<file path="config.mk">
export PLATFORM = sky130hd
export DESIGN_NAME = uart_prog_loader
export DESIGN_NICKNAME = d
export VERILOG_FILES = /design/src/rtl/uart_prog_loader.sv
export SDC_FILE = /design/constraint.sdc
export NUM_CORES = 1
export LEC_CHECK = 0
export BUFFER_PORTS_ARGS = -buffer_cell sky130_fd_sc_hd__buf_4
export CAP_MARGIN = 20
export CORE_MARGIN = 2
export CORE_UTILIZATION = 53
export CTS_BUF_LIST = sky130_fd_sc_hd__clkbuf_8 sky130_fd_sc_hd__clkbuf_16
export CTS_CLUSTER_DIAMETER = 50
export DETAILED_ROUTE_END_ITERATION = 12
export GPL_ROUTABILITY_DRIVEN = 0
export GPL_TIMING_DRIVEN = 0
export PLACE_DENSITY = 0.86
export SLEW_MARGIN = 25
export SYNTH_ARGS = -nofsm -noshare
export SYNTH_HDL_FRONTEND = slang
export SYNTH_SLANG_ARGS = --single-unit
</file>
<file path="constraint.sdc">
create_clock -name i_clk -period 3.65 [get_ports i_clk]
set_clock_uncertainty 0.1 [all_clocks]
set_input_delay 1.095 -clock i_clk [delete_from_list [all_inputs] [get_ports i_clk]]
set_output_delay 1.095 -clock i_clk [all_outputs]
set_load 0.03 [all_outputs]
</file>
<file path="src/rtl/uart_prog_loader.sv">
// -----------------------------------------------------------------------------
// uart_prog_loader
//
// Command front-end that sits between a UART (receive and transmit FIFOs) and a
// small pipelined CPU. It takes command words from the receive FIFO. It can
// load a program into instruction memory, free-run the CPU until it halts, or
// single-step the CPU. After each command it sends one reply word on the
// transmit FIFO.
//
// Command word: opcode = bits[31:24], argument N = bits[15:0]
//    0x01 LOAD : the next N receive words go to imem, starting at address 0
//    0x02 RUN  : hold o_cpu_run high until the CPU reports a halt
//    0x03 STEP : give the CPU one o_cpu_step pulse
//    other     : rejected, with an error status in the reply
// Reply word : {status[7:0], opcode[7:0], N[15:0]}
//    status is 0xA5 on success and 0xEE for an unknown opcode.
//
// Ports
//    i_clk        system clock; all logic runs on its rising edge
//    i_reset      synchronous, active-high reset
//    i_rx_empty   receive FIFO is empty
//    i_r_data     receive FIFO head word (first-word fall-through)
//    o_rd_uart    one-cycle pop of the receive FIFO
//    i_tx_full    transmit FIFO is full
//    o_wr_uart    one-cycle push to the transmit FIFO
//    o_w_data     reply word to the transmit FIFO
//    o_imem_we    instruction-memory write enable
//    o_imem_addr  instruction-memory write address
//    o_imem_data  instruction-memory write data
//    o_cpu_run    CPU free-run enable (level)
//    o_cpu_step   CPU single-cycle advance pulse
//    i_cpu_halt   CPU has reached a halt instruction
//    o_busy       a command is in progress (any state other than IDLE)
//
// DBIT must be at least 32, because the command and reply fields use bits
// [31:0]. When DBIT is wider than 32, the reply is zero-extended.
// -----------------------------------------------------------------------------
module uart_prog_loader #(
   parameter int DBIT   = 32,
   parameter int ADDR_W = 8
) (
   input  logic              i_clk,
   input  logic              i_reset,
   input  logic              i_rx_empty,
   input  logic [DBIT-1:0]   i_r_data,
   output logic              o_rd_uart,
   input  logic              i_tx_full,
   output logic              o_wr_uart,
   output logic [DBIT-1:0]   o_w_data,
   output logic              o_imem_we,
   output logic [ADDR_W-1:0] o_imem_addr,
   output logic [DBIT-1:0]   o_imem_data,
   output logic              o_cpu_run,
   output logic              o_cpu_step,
   input  logic              i_cpu_halt,
   output logic              o_busy
);

   // FSM encoding
   localparam logic [2:0] ST_IDLE = 3'd0;
   localparam logic [2:0] ST_LOAD = 3'd1;
   localparam logic [2:0] ST_RUN  = 3'd2;
   localparam logic [2:0] ST_STEP = 3'd3;
   localparam logic [2:0] ST_ACK  = 3'd4;

   // Opcodes and reply status codes
   localparam logic [7:0] OP_LOAD    = 8'h01;
   localparam logic [7:0] OP_RUN     = 8'h02;
   localparam logic [7:0] OP_STEP    = 8'h03;
   localparam logic [7:0] STATUS_OK  = 8'hA5;
   localparam logic [7:0] STATUS_ERR = 8'hEE;

   // Registered state and the fields latched from the command word
   logic [2:0]        r_state;
   logic [7:0]        r_opcode;
   logic [15:0]       r_arg;
   logic              r_err;
   logic [15:0]       r_remain;   // LOAD words still to be written
   logic [ADDR_W-1:0] r_addr;     // next imem write address; wraps modulo 2^ADDR_W

   // Combinational decode of the FIFO head word and the next state
   logic [7:0]        w_opcode;
   logic [15:0]       w_arg;
   logic              w_op_valid;
   logic              w_pop;
   logic              w_write;
   logic [2:0]        w_next_state;
   logic [31:0]       w_reply;

   assign w_opcode   = i_r_data[31:24];
   assign w_arg      = i_r_data[15:0];
   assign w_op_valid = (w_opcode == OP_LOAD) || (w_opcode == OP_RUN) ||
                       (w_opcode == OP_STEP);
   assign w_reply    = {(r_err ? STATUS_ERR : STATUS_OK), r_opcode, r_arg};

   // Next-state logic and the FIFO pop/write strobes.
   // NOTE: every signal written here gets a default first. A path that left a
   // signal unassigned would infer a latch.
   always_comb begin
      w_next_state = r_state;
      w_pop        = 1'b0;
      w_write      = 1'b0;
      case (r_state)
         ST_IDLE: begin
            if (!i_rx_empty) begin
               w_pop = 1'b1;
               case (w_opcode)
                  OP_LOAD: w_next_state = (w_arg != 16'd0) ? ST_LOAD : ST_ACK;
                  OP_RUN:  w_next_state = ST_RUN;
                  OP_STEP: w_next_state = ST_STEP;
                  default: w_next_state = ST_ACK;
               endcase
            end
         end
         ST_LOAD: begin
            // Stall without a timeout while the receive FIFO is empty.
            if (!i_rx_empty) begin
               w_pop   = 1'b1;
               w_write = 1'b1;
               if (r_remain == 16'd1) begin
                  w_next_state = ST_ACK;
               end
            end
         end
         ST_RUN: begin
            if (i_cpu_halt) begin
               w_next_state = ST_ACK;
            end
         end
         ST_STEP: begin
            w_next_state = ST_ACK;
         end
         ST_ACK: begin
            // Hold the reply until the transmit FIFO can take it.
            if (!i_tx_full) begin
               w_next_state = ST_IDLE;
            end
         end
         default: begin
            w_next_state = ST_IDLE;
         end
      endcase
   end

   // NOTE: sequential state uses non-blocking assignments only, so every
   // register samples values from before the edge and ordering does not matter.
   always_ff @(posedge i_clk) begin
      if (i_reset) begin
         r_state  <= ST_IDLE;
         r_opcode <= 8'd0;
         r_arg    <= 16'd0;
         r_err    <= 1'b0;
         r_remain <= 16'd0;
         r_addr   <= '0;
      end else begin
         r_state <= w_next_state;
         if ((r_state == ST_IDLE) && w_pop) begin
            r_opcode <= w_opcode;
            r_arg    <= w_arg;
            r_err    <= !w_op_valid;
            r_remain <= w_arg;
            r_addr   <= '0;
         end
         if (w_write) begin
            r_addr   <= r_addr + 1'b1;
            r_remain <= r_remain - 16'd1;
         end
      end
   end

   // Outputs decode from the current state. All of them are forced low during
   // reset, so an aborted command cannot pulse anything (or send a reply) in the
   // reset cycle itself.
   // NOTE: the reset gating is combinational. Because reset is synchronous, the
   // state register still holds its old value during the reset cycle.
   assign o_rd_uart   = w_pop & ~i_reset;
   assign o_imem_we   = w_write & ~i_reset;
   assign o_imem_data = (w_write && !i_reset) ? i_r_data : '0;
   assign o_imem_addr = ((r_state == ST_LOAD) && !i_reset) ? r_addr : '0;
   assign o_cpu_run   = (r_state == ST_RUN) && !i_reset;
   assign o_cpu_step  = (r_state == ST_STEP) && !i_reset;
   assign o_wr_uart   = (r_state == ST_ACK) && !i_tx_full && !i_reset;
   assign o_w_data    = ((r_state == ST_ACK) && !i_reset) ? DBIT'(w_reply) : '0;
   assign o_busy      = (r_state != ST_IDLE) && !i_reset;

endmodule

</file>
==> run_results.csv, run 1 <==
group,metric,value,unit
worst_hold_path,whs_path_depth,1,
placed_design,placedCellCount,540,
clocking,cts_tree,"yes",
critical_path,path_buf_inv,4,
outcome,outcome,"finished clean",
logic_synthesis,synth_top_area_cell,"dfxtp_1",
critical_path,cp.required,2.45,ns
critical_path,critical_path_cell_count,7,
timing,fin_crit_sh,97.3,%
critical_path,startpoint,"i_reset",
logic_synthesis,yosys_warnings,0,
worst_hold_path,hold_class,"reg -> reg",
timing,max_slew_margin,65.2,%
critical_path,critical-path-max-stage-delay,0.23,ns
clocking,clockBufferDepth,2,
worst_hold_path,holdPathEnd,"r_arg[13]$_SDFFE_PP0P_",
die,die_area,6310,um2
detailed_routing,wl_per_cell,16.7,um
timing,tns,0,ns
placed_design,place_ws,-0.294,ns
logic_synthesis,synth_area,3020,um2
global_routing,grt_pass1_wl,14.4,mm
cells_and_area,fin_nets,514,
critical_path,path_delay_family,"simple AND/OR/NAND/NOR gates",
job,maxCapViolations,0,
critical_path,path_cells,"buf_4 > nand2b_1 > nand2b_4 > inv_2 > clkbuf_2 > and2_1 > buf_4",
pwr,power_leakage,1.85,nW
critical_path,critPathMaxFanout,10,
timing,period_needed,3.55,ns
logic_synthesis,dominantRegCellSynth,"dfxtp_1",
pwr,power_density,321,nW/um2
critical_path,worstSetupStartpointType,"primary input",
die,std_cell_rows,27,
detailed_routing,vias_per_cell,5.86,
logic_synthesis,ys_seq_elements,52,
timing,worst_pin_slew,0.518,ns
cells_and_area,final_cell_count_no_fill,547,
clocking,htree_levels,2,
detailed_routing,ant_nets,0,
critical_path,worstSetupPathType,"in -> out",
logic_synthesis,post_synth_inst_count,355,
cells_and_area,layout_commonest_cell,"buf_4",
die,die_h,79.4,um
timing,finalHoldViolCount,0,
global_routing,grt_pass1_vias,2953,
cells_and_area,insertedDiodeCount,0,
critical_path,r2r_setup_slack,1.80,ns
placed_design,port_buffers,113,
detailed_routing,drcViolationCount,0,
critical_path,cp-end-kind,"output port",
clocking,cts_made_buffers,5,
timing,rsz0062_at_grt,"false",
cells_and_area,stdcell_area,4070,um2
global_routing,grt-ovfl-total,0,
cells_and_area,area_growth,34.8,%
die,pin_count,115,
critical_path,cp_slowest_cell,"nand2b_1",
timing,fin_ws,0.0998,ns
cells_and_area,layout_common_cells,"buf_4, and2_1, dfxtp_1",
logic_synthesis,synthDistinctLibCells,55,
logic_synthesis,async_reset_ff_share,0,%
logic_synthesis,yosys-top-cells-area,"dfxtp_1, and2_1, a22o_1",
critical_path,critical_path_arrival,2.36,ns
die,core,5510,um2
pwr,peakVddDrop,0.205,mV
logic_synthesis,synth_nets,395,
detailed_routing,vias,3208,
die,initial_utilization,54.8,%
clocking,worstSkewPairLatency,0.31,ns
critical_path,reg2regPathDepth,5,
global_routing,grt_max_degree,17,
detailed_routing,drtIter0Drc,244,
timing,setup_viol,0,
clocking,clkTransAtPathRegs,0.09,ns
logic_synthesis,syn_avg_cell_area,8.50,um2
timing,slew_violations,0,
cells_and_area,drive_gt1_share,34.1,%
placed_design,post_dp_cell_area,3960,um2
clocking,root_buffer,"clkbuf_8",
critical_path,reg2reg_to,"r_addr[4]$_SDFFE_PP0P_",
critical_path,timing.rr.start,"r_state[0]$_SDFFE_PP0P_",
detailed_routing,drt-pass1-iter-count,5,
die,die_w,79.4,um
logic_synthesis,synth_edf_count,0,
critical_path,cp_common_cell,"buf_4",
cells_and_area,fin_util,73.8,%
global_routing,track_usage,28.8,%
timing,fmax,282,MHz
logic_synthesis,ys_seq_area_share,34.5,%
worst_hold_path,min_from,"r_arg[13]$_SDFFE_PP0P_",
placed_design,dpl.hpwl,6.85,mm
logic_synthesis,synth.top_cell.area_share,34.5,%
clocking,cts_sinks,52,
detailed_routing,finalWirelength,9.13,mm
global_routing,antenna_found_initial,0,
synthesized netlist by cell type, types with 5 or more instances:
cell type  number
and2_1         64
and3_1          9
a21oi_1        27
nand3_1         6
a22o_1         25
nand4_1         8
xor2_1          7
nor4_1          7
clkbuf_1       10
o21ai_0        13
nand2_1        13
nor3_1         10
inv_1           8
buf_4           5
buf_2          10
nor2b_1         7
dfxtp_1        52
nor2_1         13
where the power goes:
| part | switching (mW) | internal (mW) | total (mW) |
|---|---|---|---|
| clock | 0.198 | 0.134 | 0.332 |
| combinational | 0.187 | 0.143 | 0.330 |
| sequential | 0.0366 | 0.606 | 0.643 |
| total | 0.421 | 0.884 | 1.30 |
layer usage:
metal	wire, um	global-route usage [%]
met3	895	5.43
met4	214	10.9
met5	0	0
met1	3630	35.7
met2	4390	49.4
metrics by stage:
stage	power (mW)	hold slack, ns
detailed placement	0.976	0.358
finish	1.30	0.381
floorplan	0.858	0.340
global route	1.35	0.396
CTS	1.30	0.381
global placement	0.967	0.352
state kept, by name, indices dropped and copies added, names as in the netlist:
name and cells:
r_addr 8, r_opcode 8, r_remain 16, r_arg 16, r_state 3, r_err 1
worst register-to-register path, delay by kind of cell, from the launching register on:
family	cells	cell delay, ns
buffers and inverters	3	0.85
flip-flops	1	0.50
AO/OA/AOI/OAI	2	0.33
area by class of cell:
| class | instances | area, um2 |
|---|---|---|
| multi-input cells | 266 | 1800 |
| plain buffers | 28 | 166 |
| repair buffers | 113 | 848 |
| well taps | 72 | 90.1 |
| clock inverters | 3 | 18.8 |
| inverters | 8 | 30.0 |
| clock buffers | 5 | 68.8 |
| flip-flops and latches | 52 | 1040 |
| fillers | 426 | 1440 |
repair_timing:
| item | CTS | global route |
|---|---|---|
| setup buffers | 0 | 0 |
| resized for setup | 6 | 7 |
| endpoints found under the setup margin | 35 | 40 |
| hold buffers | 0 | 0 |
how the worst max path moves through the flow:
stage                       to  slack [ns]
2_1_floorplan     o_w_data[27]        0.01
3_3_place_gp    o_imem_data[2]       -0.27
3_5_place_dp    o_imem_data[3]       -0.29
4_1_cts        o_imem_data[22]        0.03
5_1_grt        o_imem_data[24]        0.02
6_report       o_imem_data[11]         0.1
cell families after synthesis:
family                     count (synthesis)  synth area share, %
xor gates and xnor gates                   7                 2.03
AOI/OAI and AO/OA                         88                 20.1
muxes                                      2                0.705
buffers and inverters                     37                 6.39
adders and majority gates                  3                 1.24
and+or+nand+nor                          165                 34.9
DFF                                       52                 34.5
other                                      1                0.124
Note: power is estimated with default switching activity, not from simulation.
==> run 2, diff against run 1 <==
--- a/config.mk
+++ b/config.mk
@@ -8,3 +8,2 @@
 export BUFFER_PORTS_ARGS = -buffer_cell sky130_fd_sc_hd__buf_4
-export CAP_MARGIN = 20
 export CORE_MARGIN = 2
==> constraint.sdc (replaced) <==
create_clock -name i_clk -period 3.65 [get_ports i_clk]
set_clock_uncertainty 0.1 [all_clocks]
set_input_delay 0.365 -clock i_clk [delete_from_list [all_inputs] [get_ports i_clk]]
set_output_delay 0.365 -clock i_clk [all_outputs]
set_load 0.03 [all_outputs]
==> run 2 against run 1 <==
  * Setup slack improved by 0.81 ns
  * Non-clock buffer count up 1
  * Power down 0.30%
  * Critical endpoint unchanged
==> run_results.csv, run 2 (same netlist as run 1, synthesis figures left out) <==
group,metric,value,unit
timing,fin_ws,0.906,ns
clocking,root_buffer,"clkbuf_8",
critical_path,path_buf_inv,3,
detailed_routing,vias,3241,
clocking,worstSkewPairLatency,0.32,ns
critical_path,cp.required,3.18,ns
detailed_routing,wl_met2,4.37,mm
job,maxCapViolations,0,
critical_path,critical_path_arrival,2.28,ns
clocking,clockBufferDepth,2,
global_routing,grt-ovfl-total,0,
detailed_routing,ant_nets,0,
pwr,power_leakage,1.82,nW
pwr,power.total,1.30,mW
detailed_routing,met3_length,925,um
detailed_routing,vias_per_cell,5.91,
die,die_h,79.4,um
cells_and_area,insertedDiodeCount,0,
placed_design,port_buffers,113,
detailed_routing,wl_per_cell,16.5,um
die,std_cell_rows,27,
placed_design,post_dp_cell_area,3960,um2
cells_and_area,area_growth,34.0,%
timing,finalHoldViolCount,0,
critical_path,cp-end-kind,"output port",
global_routing,track_usage,28.8,%
cells_and_area,fin_nets,515,
detailed_routing,finalWirelength,9.05,mm
clocking,clkTransAtPathRegs,0.09,ns
pwr,peakVddDrop,0.204,mV
cells_and_area,layout_commonest_cell,"buf_4",
timing,period_needed,2.74,ns
cells_and_area,fillers,430,
timing,setup_viol,0,
global_routing,grt_pass1_vias,2959,
global_routing,grt_max_degree,17,
detailed_routing,drcViolationCount,0,
die,die_w,79.4,um
pwr,power_density,322,nW/um2
die,pin_count,115,
detailed_routing,wl_met1,3.54,mm
clocking,cts_resized,0,
cells_and_area,layout_common_cells,"buf_4, and2_1, dfxtp_1",
clocking,htree_levels,2,
critical_path,path_delay_family,"simple AND/OR/NAND/NOR gates",
timing,rsz0062_at_grt,"false",
timing,max_slew_margin,63.4,%
timing,tns,0,ns
detailed_routing,drt-pass1-iter-count,5,
cells_and_area,drive_gt1_share,32.1,%
global_routing,grt_pass1_wl,14.3,mm
timing,worst_pin_slew,0.549,ns
cells_and_area,stdcell_area,4040,um2
critical_path,critPathMaxFanout,10,
worst_hold_path,hold_class,"in -> reg",
critical_path,critical-path-max-stage-delay,0.42,ns
die,core,5510,um2
detailed_routing,drtIter0Drc,265,
timing,slew_violations,0,
critical_path,worstSetupPathType,"reg -> out",
detailed_routing,dr.max_layer_used,"met4",
timing,fmax,364,MHz
critical_path,worstSetupStartpointType,"flip-flop",
cells_and_area,reg_top3,"r_arg x16, r_remain x16",
cells_and_area,fin_util,73.4,%
critical_path,path_cells,"nor3_2 > nand2b_1 > inv_1 > clkbuf_1 > and2_1 > buf_4",
clocking,cts_sinks,52,
critical_path,cp_slowest_cell,"nor3_2",
placed_design,place_ws,1.17,ns
die,initial_utilization,54.8,%
die,die_area,6310,um2
clocking,cts_made_buffers,5,
placed_design,dpl.hpwl,6.85,mm
global_routing,antenna_found_initial,0,
clocking,ctsHoldBuffers,0,
timing,fin_crit_sh,75.2,%
clocking,cts_setup_buffers,0,
clocking,cts_tree,"yes",
outcome,outcome,"finished clean",
[run 2: changes by cell type in the layout (fill, tap and decap cells not counted), sizes merged]
| cell | before | now |
|---|---|---|
| buf | 131 | 132 |
[run 2: power breakdown]
| group | leakage [nW] | switching (mW) | internal [mW] |
|---|---|---|---|
| Clock | 0.0479 | 0.197 | 0.134 |
| Sequential | 0.426 | 0.0359 | 0.606 |
| Combinational | 1.35 | 0.186 | 0.142 |
| Total | 1.82 | 0.418 | 0.882 |
[run 2: per-layer routing]
metal / GRT usage, % / vias up
met5: 0 / -
met4: 10.9 / 0
met3: 6.11 / 27
met2: 49.3 / 184
li1: - / 1512
met1: 35.3 / 1518
[run 2: final cells by class]
cell class | instances | area, um2 | share of cell area, %
Sequential cell | 52 | 1040 | 25.8
Clock inverter | 3 | 18.8 | 0.464
Tap cell | 72 | 90.1 | 2.23
Clock buffer | 5 | 68.8 | 1.70
Multi-Input combinational cell | 266 | 1780 | 44.1
Buffer | 29 | 163 | 4.02
Inverter | 8 | 30.0 | 0.743
Timing Repair Buffer | 113 | 848 | 21.0
[run 2: final timing paths]
path	from	to	slack [ns]	depth (start not counted)
max	r_state[2]$_SDFFE_PP0P_	o_imem_data[11]	0.91	6
min reg2reg	r_arg[13]$_SDFFE_PP0P_	r_arg[13]$_SDFFE_PP0P_	0.38	1
min	i_r_data[10]	r_arg[10]$_SDFFE_PP0P_	0.18	2
max reg2reg	r_state[0]$_SDFFE_PP0P_	r_remain[14]$_SDFFE_PP0P_	1.77	6
[run 2: metrics by stage]
step | cells | hold slack, ns
detailed placement | 540 | 0.358
floorplan | 355 | 0.340
global placement | 540 | 0.352
CTS | 548 | 0.182
global route | 548 | 0.187
finish | 548 | 0.178
